==> src/rtl/decode_stage.sv <==
`default_nettype none
// ============================================================================
// Module   : decode_stage
// Brief    : RV32I decode stage with valid/ready handshake, 2-entry skid
//            buffer, flush and immediate generation. Optional illegal-insn
//            check under macro DECODE_ILLEGAL_CHECK_EN.
// Revision : 1.0 - initial release
// ============================================================================
module decode_stage #(
  parameter int DWIDTH  = 32,
  parameter int AWIDTH  = 32,
  parameter int SKID_EN = 1
) (
  input  logic              clk,
  input  logic              rst,
  input  logic              flush_i,
  input  logic              valid_i,
  output logic              ready_o,
  input  logic [DWIDTH-1:0] insn_i,
  input  logic [AWIDTH-1:0] pc_i,
  output logic              valid_o,
  input  logic              ready_i,
  output logic [AWIDTH-1:0] pc_o,
  output logic [DWIDTH-1:0] insn_o,
  output logic [6:0]        opcode_o,
  output logic [4:0]        rd_o,
  output logic [2:0]        funct3_o,
  output logic [4:0]        rs1_o,
  output logic [4:0]        rs2_o,
  output logic [4:0]        shamt_o,
  output logic [6:0]        funct7_o,
  output logic [DWIDTH-1:0] imm_o,
  output logic              illegal_o
);

  localparam logic [DWIDTH-1:0] c_nop = {{(DWIDTH-7){1'b0}}, 7'h13};

  localparam logic [6:0] c_op_lui    = 7'h37;
  localparam logic [6:0] c_op_auipc  = 7'h17;
  localparam logic [6:0] c_op_jal    = 7'h6F;
  localparam logic [6:0] c_op_jalr   = 7'h67;
  localparam logic [6:0] c_op_branch = 7'h63;
  localparam logic [6:0] c_op_load   = 7'h03;
  localparam logic [6:0] c_op_store  = 7'h23;
  localparam logic [6:0] c_op_opimm  = 7'h13;

  generate
    if (DWIDTH != 32) begin : g_bad_dwidth
      $error("decode_stage: only DWIDTH = 32 is supported");
    end
  endgenerate

  logic              r_main_valid;
  logic [AWIDTH-1:0] r_main_pc;
  logic [DWIDTH-1:0] r_main_insn;

  logic              w_skid_valid;
  logic [AWIDTH-1:0] w_skid_pc;
  logic [DWIDTH-1:0] w_skid_insn;
  logic              w_in_xfer;
  logic              w_out_xfer;
  logic              w_main_load;

  assign valid_o     = r_main_valid;
  assign w_in_xfer   = valid_i & ready_o;
  assign w_out_xfer  = r_main_valid & ready_i;
  assign w_main_load = ~r_main_valid | w_out_xfer;

  generate
    if (SKID_EN != 0) begin : g_skid
      logic              r_skid_valid;
      logic [AWIDTH-1:0] r_skid_pc;
      logic [DWIDTH-1:0] r_skid_insn;

      // The skid refills from the input only in the same cycle it hands its
      // entry to main, so ordering stays strictly FIFO.
      always_ff @(posedge clk or negedge rst) begin
        if (!rst) begin
          r_skid_valid <= 1'b0;
          r_skid_pc    <= '0;
          r_skid_insn  <= c_nop;
        end else if (flush_i) begin
          r_skid_valid <= 1'b0;
        end else if (w_main_load) begin
          if (r_skid_valid) begin
            if (w_in_xfer) begin
              r_skid_pc   <= pc_i;
              r_skid_insn <= insn_i;
            end else begin
              r_skid_valid <= 1'b0;
            end
          end
        end else if (w_in_xfer) begin
          r_skid_valid <= 1'b1;
          r_skid_pc    <= pc_i;
          r_skid_insn  <= insn_i;
        end
      end

      assign w_skid_valid = r_skid_valid;
      assign w_skid_pc    = r_skid_pc;
      assign w_skid_insn  = r_skid_insn;
      assign ready_o      = ~r_skid_valid;
    end else begin : g_no_skid
      assign w_skid_valid = 1'b0;
      assign w_skid_pc    = '0;
      assign w_skid_insn  = c_nop;
      assign ready_o      = ready_i | ~r_main_valid;
    end
  endgenerate

  always_ff @(posedge clk or negedge rst) begin
    if (!rst) begin
      r_main_valid <= 1'b0;
      r_main_pc    <= '0;
      r_main_insn  <= c_nop;
    end else if (flush_i) begin
      r_main_valid <= 1'b0;
      r_main_insn  <= c_nop;
    end else if (w_main_load) begin
      if (w_skid_valid) begin
        r_main_valid <= 1'b1;
        r_main_pc    <= w_skid_pc;
        r_main_insn  <= w_skid_insn;
      end else if (w_in_xfer) begin
        r_main_valid <= 1'b1;
        r_main_pc    <= pc_i;
        r_main_insn  <= insn_i;
      end else begin
        r_main_valid <= 1'b0;
      end
    end
  end

  assign pc_o     = r_main_pc;
  assign insn_o   = r_main_insn;
  assign opcode_o = r_main_insn[6:0];
  assign rd_o     = r_main_insn[11:7];
  assign funct3_o = r_main_insn[14:12];
  assign rs1_o    = r_main_insn[19:15];
  assign rs2_o    = r_main_insn[24:20];
  assign shamt_o  = r_main_insn[24:20];
  assign funct7_o = r_main_insn[31:25];

  logic [31:0] w_imm;

  always_comb begin
    w_imm = 32'h0;
    case (r_main_insn[6:0])
      c_op_opimm, c_op_load, c_op_jalr:
        w_imm = {{20{r_main_insn[31]}}, r_main_insn[31:20]};
      c_op_store:
        w_imm = {{20{r_main_insn[31]}}, r_main_insn[31:25], r_main_insn[11:7]};
      c_op_branch:
        w_imm = {{19{r_main_insn[31]}}, r_main_insn[31], r_main_insn[7],
                 r_main_insn[30:25], r_main_insn[11:8], 1'b0};
      c_op_lui, c_op_auipc:
        w_imm = {r_main_insn[31:12], 12'h000};
      c_op_jal:
        w_imm = {{11{r_main_insn[31]}}, r_main_insn[31], r_main_insn[19:12],
                 r_main_insn[20], r_main_insn[30:21], 1'b0};
      default:
        w_imm = 32'h0;
    endcase
  end

  assign imm_o = w_imm;

`ifdef DECODE_ILLEGAL_CHECK_EN
  logic w_bad;

  always_comb begin
    w_bad = 1'b0;
    if (r_main_insn[1:0] != 2'b11) w_bad = 1'b1;
    case (r_main_insn[6:0])
      c_op_lui, c_op_auipc, c_op_jal, c_op_jalr, 7'h0F, 7'h73: ;
      7'h33:
        if (r_main_insn[31:25] != 7'h00 && r_main_insn[31:25] != 7'h20) w_bad = 1'b1;
      c_op_opimm:
        if ((r_main_insn[14:12] == 3'b001 || r_main_insn[14:12] == 3'b101) &&
            r_main_insn[31:25] != 7'h00 && r_main_insn[31:25] != 7'h20) w_bad = 1'b1;
      c_op_load:
        if (r_main_insn[14:12] == 3'b011 || r_main_insn[14:12] == 3'b110 ||
            r_main_insn[14:12] == 3'b111) w_bad = 1'b1;
      c_op_store:
        if (r_main_insn[14:12] > 3'b010) w_bad = 1'b1;
      c_op_branch:
        if (r_main_insn[14:12] == 3'b010 || r_main_insn[14:12] == 3'b011) w_bad = 1'b1;
      default:
        w_bad = 1'b1;
    endcase
  end

  assign illegal_o = r_main_valid & w_bad;
`else
  assign illegal_o = 1'b0;
`endif

endmodule
`default_nettype wire

==> config.mk <==
export PLATFORM = sky130hd
export DESIGN_NAME = decode_stage
export DESIGN_NICKNAME = d
export VERILOG_FILES = /design/src/rtl/decode_stage.sv
export SDC_FILE = /design/constraint.sdc
export NUM_CORES = 1
export LEC_CHECK = 0
export ABC_CLOCK_PERIOD_IN_PS = 4200
export CAP_MARGIN = 20
export CORE_MARGIN = 3
export CORE_UTILIZATION = 51
export CTS_CLUSTER_DIAMETER = 100
export DETAILED_ROUTE_END_ITERATION = 10
export GPL_TIMING_DRIVEN = 0
export PLACE_DENSITY_LB_ADDON = 0.12
export SYNTH_ARGS = -nofsm -noshare
export SYNTH_HDL_FRONTEND = slang
export SYNTH_SLANG_ARGS = --single-unit
==> constraint.sdc <==
create_clock -name clk -period 4.2 [get_ports clk]
set_input_delay 0.84 -clock clk [delete_from_list [all_inputs] [get_ports clk]]
set_output_delay 0.84 -clock clk [all_outputs]
set_load 0.05 [all_outputs]
After elaboration in Yosys (flattened, before gate mapping). Cells that the tools add are included.

Eq/ne operators: 9. Reduce and logical (&&, ||, !) cells: 9. Bitwise operators: 6. Mux-type cells: 21.

Operators with widths (count): $mux 32 (12); $pmux 32 s5 (1); $eq 7x7->1 const B (3); $eq 7x5->1 const B (2); $eq 7x6->1 const B (2); $mux 1 (8); $eq 7x2->1 const B (1); $reduce_bool 3->1 (2); $reduce_and 2->1 (2); $reduce_bool 2->1 (2); $not 1->1 (3); $reduce_and 3->1 (1); $reduce_or 3->1 (1); $and 1x1->1 (2); $ne 2x1->1 const B (1); $reduce_or 2->1 (1); $or 1x1->1 (1).

Register bits: 130. Bits of input ports: 69. Word-level logic and storage cells: 51. Output and inout port bits: 136.

Logic depth before layout (Yosys ltp). Gate-level depths: netlist of run 1.

Word-level depth: 6. Depth in mapped cells: 5. Mapped depth without buffers: 3.

Worst setup path after synthesis of run 1. Ideal clock, no wire load.

Path kind: register -> output. Start point: register r_main_insn[5], in the netlist insn_o[5]. End point: output imm_o[20]. Arrival: 2.565 ns. Stages on the path, launching flop included: 6. Required time: 3.360 ns. Path buffers: 2. Setup slack: 0.795 ns. Cells stage by stage: dfrtp_1 > buf_2 > mux2i_1 > a2bb2oi_2 > clkbuf_1 > o21ai_0.

Word-level cells in the longest chain between the ends: 3. Elaborated cells on any way between the ends: 11. Those cells by class: 8 x eq/ne; 1 x mux; 2 x reduce/logical.

RTL lines: start, declared (line 55) `logic [DWIDTH-1:0] r_main_insn;`; start signal, assigned (line 116) `r_main_insn <= c_nop;`; start signal, assigned (line 119) `r_main_insn <= c_nop;`; start signal, assigned (line 124) `r_main_insn <= w_skid_insn;`; $eq 7x5->1, or another cell as far along (line 149) `case (r_main_insn[6:0])`; $reduce_or 3->1 or $reduce_or 2->1 (tied branches) (line 149); $pmux 32 s5 (*) (line 149); end, declared (line 32) `output logic [DWIDTH-1:0] imm_o,`.

Mark *: on every way between the ends. The rest lies on a longest branch, timed or not.

Worst setup path in the final report of run 1.
Start point: register r_main_insn[4], in the netlist insn_o[4]. End point: output imm_o[31].

The elaborated chain is that of the path after synthesis.

==> summary.md, run 1 <==
| Metric | Value |
|---|---|
| Outcome | `finished clean` |
| Internal power | `3.006 mW` |
| Num CTS Buffers | `17` |
| DR vias | `4909` |
| Largest net degree at the start of global routing | `68` |
| CP max FO | `10` |
| Share of cells above drive strength 1 | `30.17%` |
| Endpoints failing setup | `0` |
| Area of the multi-input gates | `about 2700 µm²` |
| Total clock sinks | `130` |
| Worst skew pair latency | `410 ps` |
| Critical path capture point type | `output port` |
| Root buffer cell | `clkbuf_16` |
| Final Max Slew Viols | `0` |
| Die Y | `119.1 µm` |
| Synth Flop Type | `dfrtp_1` |
| Worst reg2reg path depth | `4` |
| Post-synth EDFFs | `0` |
| Seq/Total Area, Yosys | `49.97%` |
| Buf/Inv on CP | `2` |
| CTS tree | `done` |
| Post-layout minimum cycle time | `3876 ps` |
| Critical Setup Path Class | `register to output port` |
| # diodes | `0` |
| Netlist cell types | `48` |
| R2R setup slack | `2460 ps` |
| Worst Skew | `approximately 4 ps` |
| R2r startpoint | `valid_o` |
| Hold buffers post-CTS | `0` |
| Worst-path cell chain | `buf_2 -> or3b_1 -> a21oi_2 -> o21a_1 -> clkdlybuf4s50_1` |
| Initial antenna violation count | `1` |
| P per Cell Area | `473.6 nW/µm²` |
| Reg2Reg Capture Point | `g_skid.r_skid_insn[10]` |
| CORE AREA | `approximately 12000 µm²` |
| Area after DPL | `between 8000 and 9000 µm²` |
| H-Tree Depth | `4` |
| DRC | `0` |
| Clock Tree Buf Depth | `2` |
| Comb power frac | `29.6%` |
| WP data arrival | `3040 ps` |
| Detailed Routing Iterations Pass 1 | `4` |
| Layout Nets | `a little over 800` |
| Die ar. | `14190 µm²` |
| Clock power frac | `33.2%` |
| Post-CTS Setup Inserts | `0` |
| RSZ-0062 raised after global routing | `false` |
| Wire per inst | `18.12 µm` |
| Area Overhead vs Synth | `43.85%` |
| Worst hold path class | `input port to async pin` |
| Syn nets | `583` |
| IO buf count | `about 200` |
| Cell area after layout | `9387 µm²` |
| Max cap viols | `0` |
| Sw Pwr | `1.439 mW` |
| Startpoint types | `register` |
| GRT Total Usage | `23.58%` |
| Synth Instances | `514` |
| Vias in the first global route | `5193` |
| Sw frac | `roughly 32%` |
| Critical path's slowest cell | `clkdlybuf4s50_1` |
| Row count | `40` |
| Mapped Avg Cell Area | `12.69 µm²` |
| First-pass GRT wire length | `roughly 27 mm` |
| Clock Pin Slew Worst Setup and Hold Paths | `50 ps` |
| IO Count | `205` |
| # resized after CTS | `0` |
| Total power | `4.445 mW` |
| Initial Util | `53.21%` |
| Final period utilization | `92.27%` |
| Routed vias/inst | `5.353` |
| Async SR Flop Fraction | `100.0%` |
| Final antenna-violating net count | `0` |
| Fmax | `258.0 MHz` |
| Fin Setup TNS | `0 ps` |
| Slew headroom | `60.63%` |
| Width of the die | `119.1 µm` |
| Mapped Area | `6525 µm²` |
| Layout fillers | `between 800 and 900` |
| Final wirelength | `16.62 mm` |
| Post-layout util | `between 70% and 80%` |
| Post-DP HPWL | `12.25 mm` |
| Register area | `3261 µm²` |
| Crit path required time | `3360 ps` |
| VDD IR max | `approximately 0.37 mV` |
| Top delay family on crit path | `buffers and inverters` |
| Slew @ Worst Pin | `590.5 ps` |
| DR iter-0 viols | `300` |
| Warnings from Yosys | `0` |
| Congestion Overflow GR | `0` |
| Flop pwr share | `between 30% and 40%` |
| Gpl congestion | `0.8332` |
| Final Hold Fails | `0` |
| Count of state elements after synthesis | `130` |
| Leakage | `3.924 nW` |
| Max stage delay on crit path | `810 ps` |
## cells in the final DEF (no fill, tap or decap), types with 8 or more instances in the layout
| master | count |
|---|---|
| clkdlybuf4s50_1 | 201 |
| dfrtp_1 | 124 |
| mux2_2 | 116 |
| buf_4 | 42 |
| mux2i_1 | 33 |
| a21oi_1 | 30 |
| a211oi_1 | 29 |
| clkbuf_16 | 17 |
| buf_2 | 15 |
| clkbuf_1 | 14 |
| nand3_1 | 13 |
| o21ai_0 | 12 |
| mux2_1 | 12 |
| a21o_1 | 8 |
## power by group through the flow
stage / clock network (mW) / registers (mW) / logic [mW]
2_1_floorplan: 0 / 1.93 / 0.583
3_3_place_gp: 0 / 1.65 / 1.29
3_5_place_dp: 0 / 1.67 / 1.32
4_1_cts: 1.49 / 1.66 / 1.33
5_1_grt: 1.55 / 1.68 / 1.39
6_report: 1.47 / 1.65 / 1.32
## logic make-up after synthesis
| kind of cell | share of synthesized area, % |
|---|---|
| AOI/OAI and AO/OA | 9.664 |
| other | 0.05747 |
| and+or+nand+nor | 4.756 |
| buffers and inverters | 8.399 |
| DFF | 49.97 |
| muxes | 27.15 |
## how the worst max path moves through the flow
stage,depth (start not counted),startpoint,slack [ps],end
floorplan,5,insn_o[5],800,imm_o[20]
global placement,1,rst,-2650,pc_o[24]
detailed placement,5,insn_o[4],770,imm_o[31]
CTS,5,insn_o[4],280,imm_o[31]
global route,6,insn_o[4],160,imm_o[25]
finish,5,insn_o[4],320,imm_o[31]
## state kept, by name, summed over array words and instances, names as in the netlist
name and flops:
g_skid.r_skid_insn 32, g_skid.r_skid_pc 32, insn_o 32, pc_o 32, g_skid.r_skid_valid 1, valid_o 1
## per-layer routing
| metal | share of wire [%] | vias to the layer above | global-route usage [%] |
|---|---|---|---|
| li1 | - | 2278 | - |
| met1 | 40 | 2432 | 26.84 |
| met2 | 51 | 178 | 41.93 |
| met3 | 7.8 | 19 | 8.215 |
| met4 | 0.97 | 2 | 6.517 |
| met5 | 0.078 | - | 0 |
## stage by stage
stage / cells / setup slack (ps) / hold slack (ps)
2_1_floorplan: 514 / 795.4 / 458.5
3_3_place_gp: 884 / -2649 / 467.5
3_5_place_dp: 885 / 771.9 / 479.0
4_1_cts: 917 / 278.5 / 422.7
5_1_grt: 917 / 157.4 / 438.7
6_report: 917 / 324.5 / 406.6
## cell usage after synthesis, drive strengths merged, types with 5 or more instances
| master | number | area [µm²] |
|---|---|---|
| a211oi | 29 | 217.7 |
| a21o | 8 | 60.06 |
| a21oi | 31 | 158.9 |
| buf | 64 | 491.7 |
| clkbuf | 13 | 48.80 |
| dfrtp | 124 | 3103 |
| dfstp | 6 | 157.7 |
| mux2 | 128 | 1441 |
| mux2i | 33 | 330.3 |
| nand3 | 14 | 75.07 |
| nor2b | 6 | 37.54 |
| nor3 | 5 | 36.29 |
| o21ai | 12 | 60.06 |
## final cells by class
class	instances	area share (%)
tap	168	2.239
sequential	130	34.74
clock buffer	23	5.305
buffer	77	5.758
timing repair buffer	203	21.85
multi-input combinational	305	28.94
clock inverter	9	1.093
inverter	2	0.07998
Power figures use the tool's default switching activity.
==> inputs of run 2 (changes only) <==
- CAP_MARGIN: 20 -> 10
- CELL_PAD_IN_SITES_DETAIL_PLACEMENT: not set -> 1
- CELL_PAD_IN_SITES_GLOBAL_PLACEMENT: not set -> 1
- CORE_UTILIZATION: 51 -> 40
==> summary.md, run 2 (synthesis results as in run 1) <==
| Metric | Value |
|---|---|
| Share of cells above drive strength 1 | `30.04%` |
| Critical path capture point type | `output port` |
| Num CTS Buffers | `17` |
| # diodes | `0` |
| Met2 Use GR | `37.34%` |
| Row count | `46` |
| Max cap viols | `0` |
| Post-layout util | `between 50% and 60%` |
| GRT Total Usage | `approximately a fifth` |
| Clock Pin Slew Worst Setup and Hold Paths | `around 50 ps` |
| Final Hold Fails | `0` |
| Most frequent cells in the layout | `clkdlybuf4s50_1, dfrtp_1, mux2_2` |
| Die Y | `133.7 µm` |
| Initial Util | `40.93%` |
| Final wirelength | `18.46 mm` |
| DR iter-0 viols | `175` |
| CORE AREA | `about 16000 µm²` |
| IO Count | `205` |
| DR vias | `4917` |
| Final Max Slew Viols | `0` |
| RSZ-0062 raised after global routing | `false` |
| Detailed Routing Iterations Pass 1 | `5` |
| Congestion Overflow GR | `0` |
| Area after DPL | `8846 µm²` |
| Slew @ Worst Pin | `608.4 ps` |
| Clock Tree Buf Depth | `2` |
| Slew headroom | `59.44%` |
| Worst hold path class | `input port to async pin` |
| Cells after DPL | `933` |
| Post-DP HPWL | `13.75 mm` |
| Gpl congestion | `0.7969` |
| Fin Setup TNS | `0 ps` |
| Startpoint types | `register` |
| CTS tree | `done` |
| P per Cell Area | `487.1 nW/µm²` |
| Commonest non-fill, non-tap cell in the layout | `clkdlybuf4s50_1` |
| VDD IR max | `around 0.29 mV` |
| Critical Setup Path Class | `register to output port` |
| Crit path required time | `between 3000 and 4000 ps` |
| Hold buffers post-CTS | `0` |
| Outcome | `finished clean` |
| Post-CTS Setup Inserts | `0` |
| Worst skew pair latency | `410 ps` |
| Post-route insts no fill | `965` |
| H-Tree Depth | `4` |
| Cell area after layout | `9509 µm²` |
| Wire per inst | `between 15 and 20 µm` |
| # resized after CTS | `0` |
| Endpoints failing setup | `0` |
| Routed vias/inst | `just over 5` |
| DRC | `0` |
| CP max FO | `8` |
| WP data arrival | `3050 ps` |
| Largest net degree at the start of global routing | `96` |
| Layout Nets | `around 810` |
| Leakage | `3.953 nW` |
| Worst Skew | `5.396 ps` |
| Die ar. | `17880 µm²` |
| Met1 usage | `a little under a quarter` |
| Root buffer cell | `clkbuf_16` |
| Total clock sinks | `between 100 and 150` |
| GRT busiest layer | `met2` |
| Post-layout minimum cycle time | `3887 ps` |
| IO buf count | `slightly above 200` |
| Area Overhead vs Synth | `45.73%` |
| Initial antenna violation count | `1` |
| Final period utilization | `92.56%` |
| Width of the die | `133.7 µm` |
| Vias in the first global route | `5503` |
| Met3 global-route usage | `6.193%` |
| Fmax | `257.2 MHz` |
| First-pass GRT wire length | `29.26 mm` |
| Final antenna-violating net count | `0` |
[run 2: changes by cell type in the layout (fill, tap and decap cells not counted), sizes merged]
| cell | previous run | this run |
|---|---|---|
| clkinvlp | 3 | 2 |
| bufinv | 2 | 5 |
| clkinv | 4 | 2 |
[run 2: final timing paths]
kind                       slack, ps  depth (start not counted)      start                     to
min in group clk                 500                          1    pc_o[4]                pc_o[4]
setup / recovery                 310                          6  insn_o[1]              imm_o[15]
setup reg to reg                2460                          4    valid_o  g_skid.r_skid_insn[5]
hold / removal                   330                          1        rst             insn_o[12]
hold reg to reg                  500                          1    pc_o[4]                pc_o[4]
max in group asynchronous       3070                          2        rst  g_skid.r_skid_insn[4]
[run 2: final cells by class]
| class | instances | area [µm²] |
|---|---|---|
| plain buffers | 77 | 540.5 |
| clock buffers | 23 | 488.0 |
| clock inverters | 9 | 175.2 |
| fillers | 1617 | 6434 |
| inverters | 2 | 7.507 |
| multi-input cells | 305 | 2716 |
| flip-flops and latches | 130 | 3261 |
| well taps | 216 | 270.3 |
| repair buffers | 203 | 2051 |
[run 2: stage by stage]
stage	total power, mW	worst slack [ps]	hold slack [ps]
floorplan	2.509	795.4	458.5
CTS	4.681	265.7	320.0
finish	4.632	312.6	325.5
detailed placement	3.006	725.4	487.8
global placement	2.950	-2913	467.9
global route	4.825	149.8	329.5
[run 2: metal layers]
layer	vias up	share of wire [%]
met2	151	52
met3	19	6.1
met1	2474	41
met4	2	1.3
li1	2271	-
met5	-	0.070
[run 2: power by group]
group,switching (mW),total (mW),leakage [nW],internal (mW)
clock,0.540,1.66,0.319,1.12
combinational,0.769,1.32,2.04,0.555
sequential,0.149,1.65,1.59,1.50
[run 2: critical path: stages (launching register included)]
cell             delay (ps)
dfstp_2                 620
and3b_1                 180
clkbuf_1                220
and4_1                  310
clkbuf_1                360
a21o_1                  140
clkdlybuf4s50_1         810
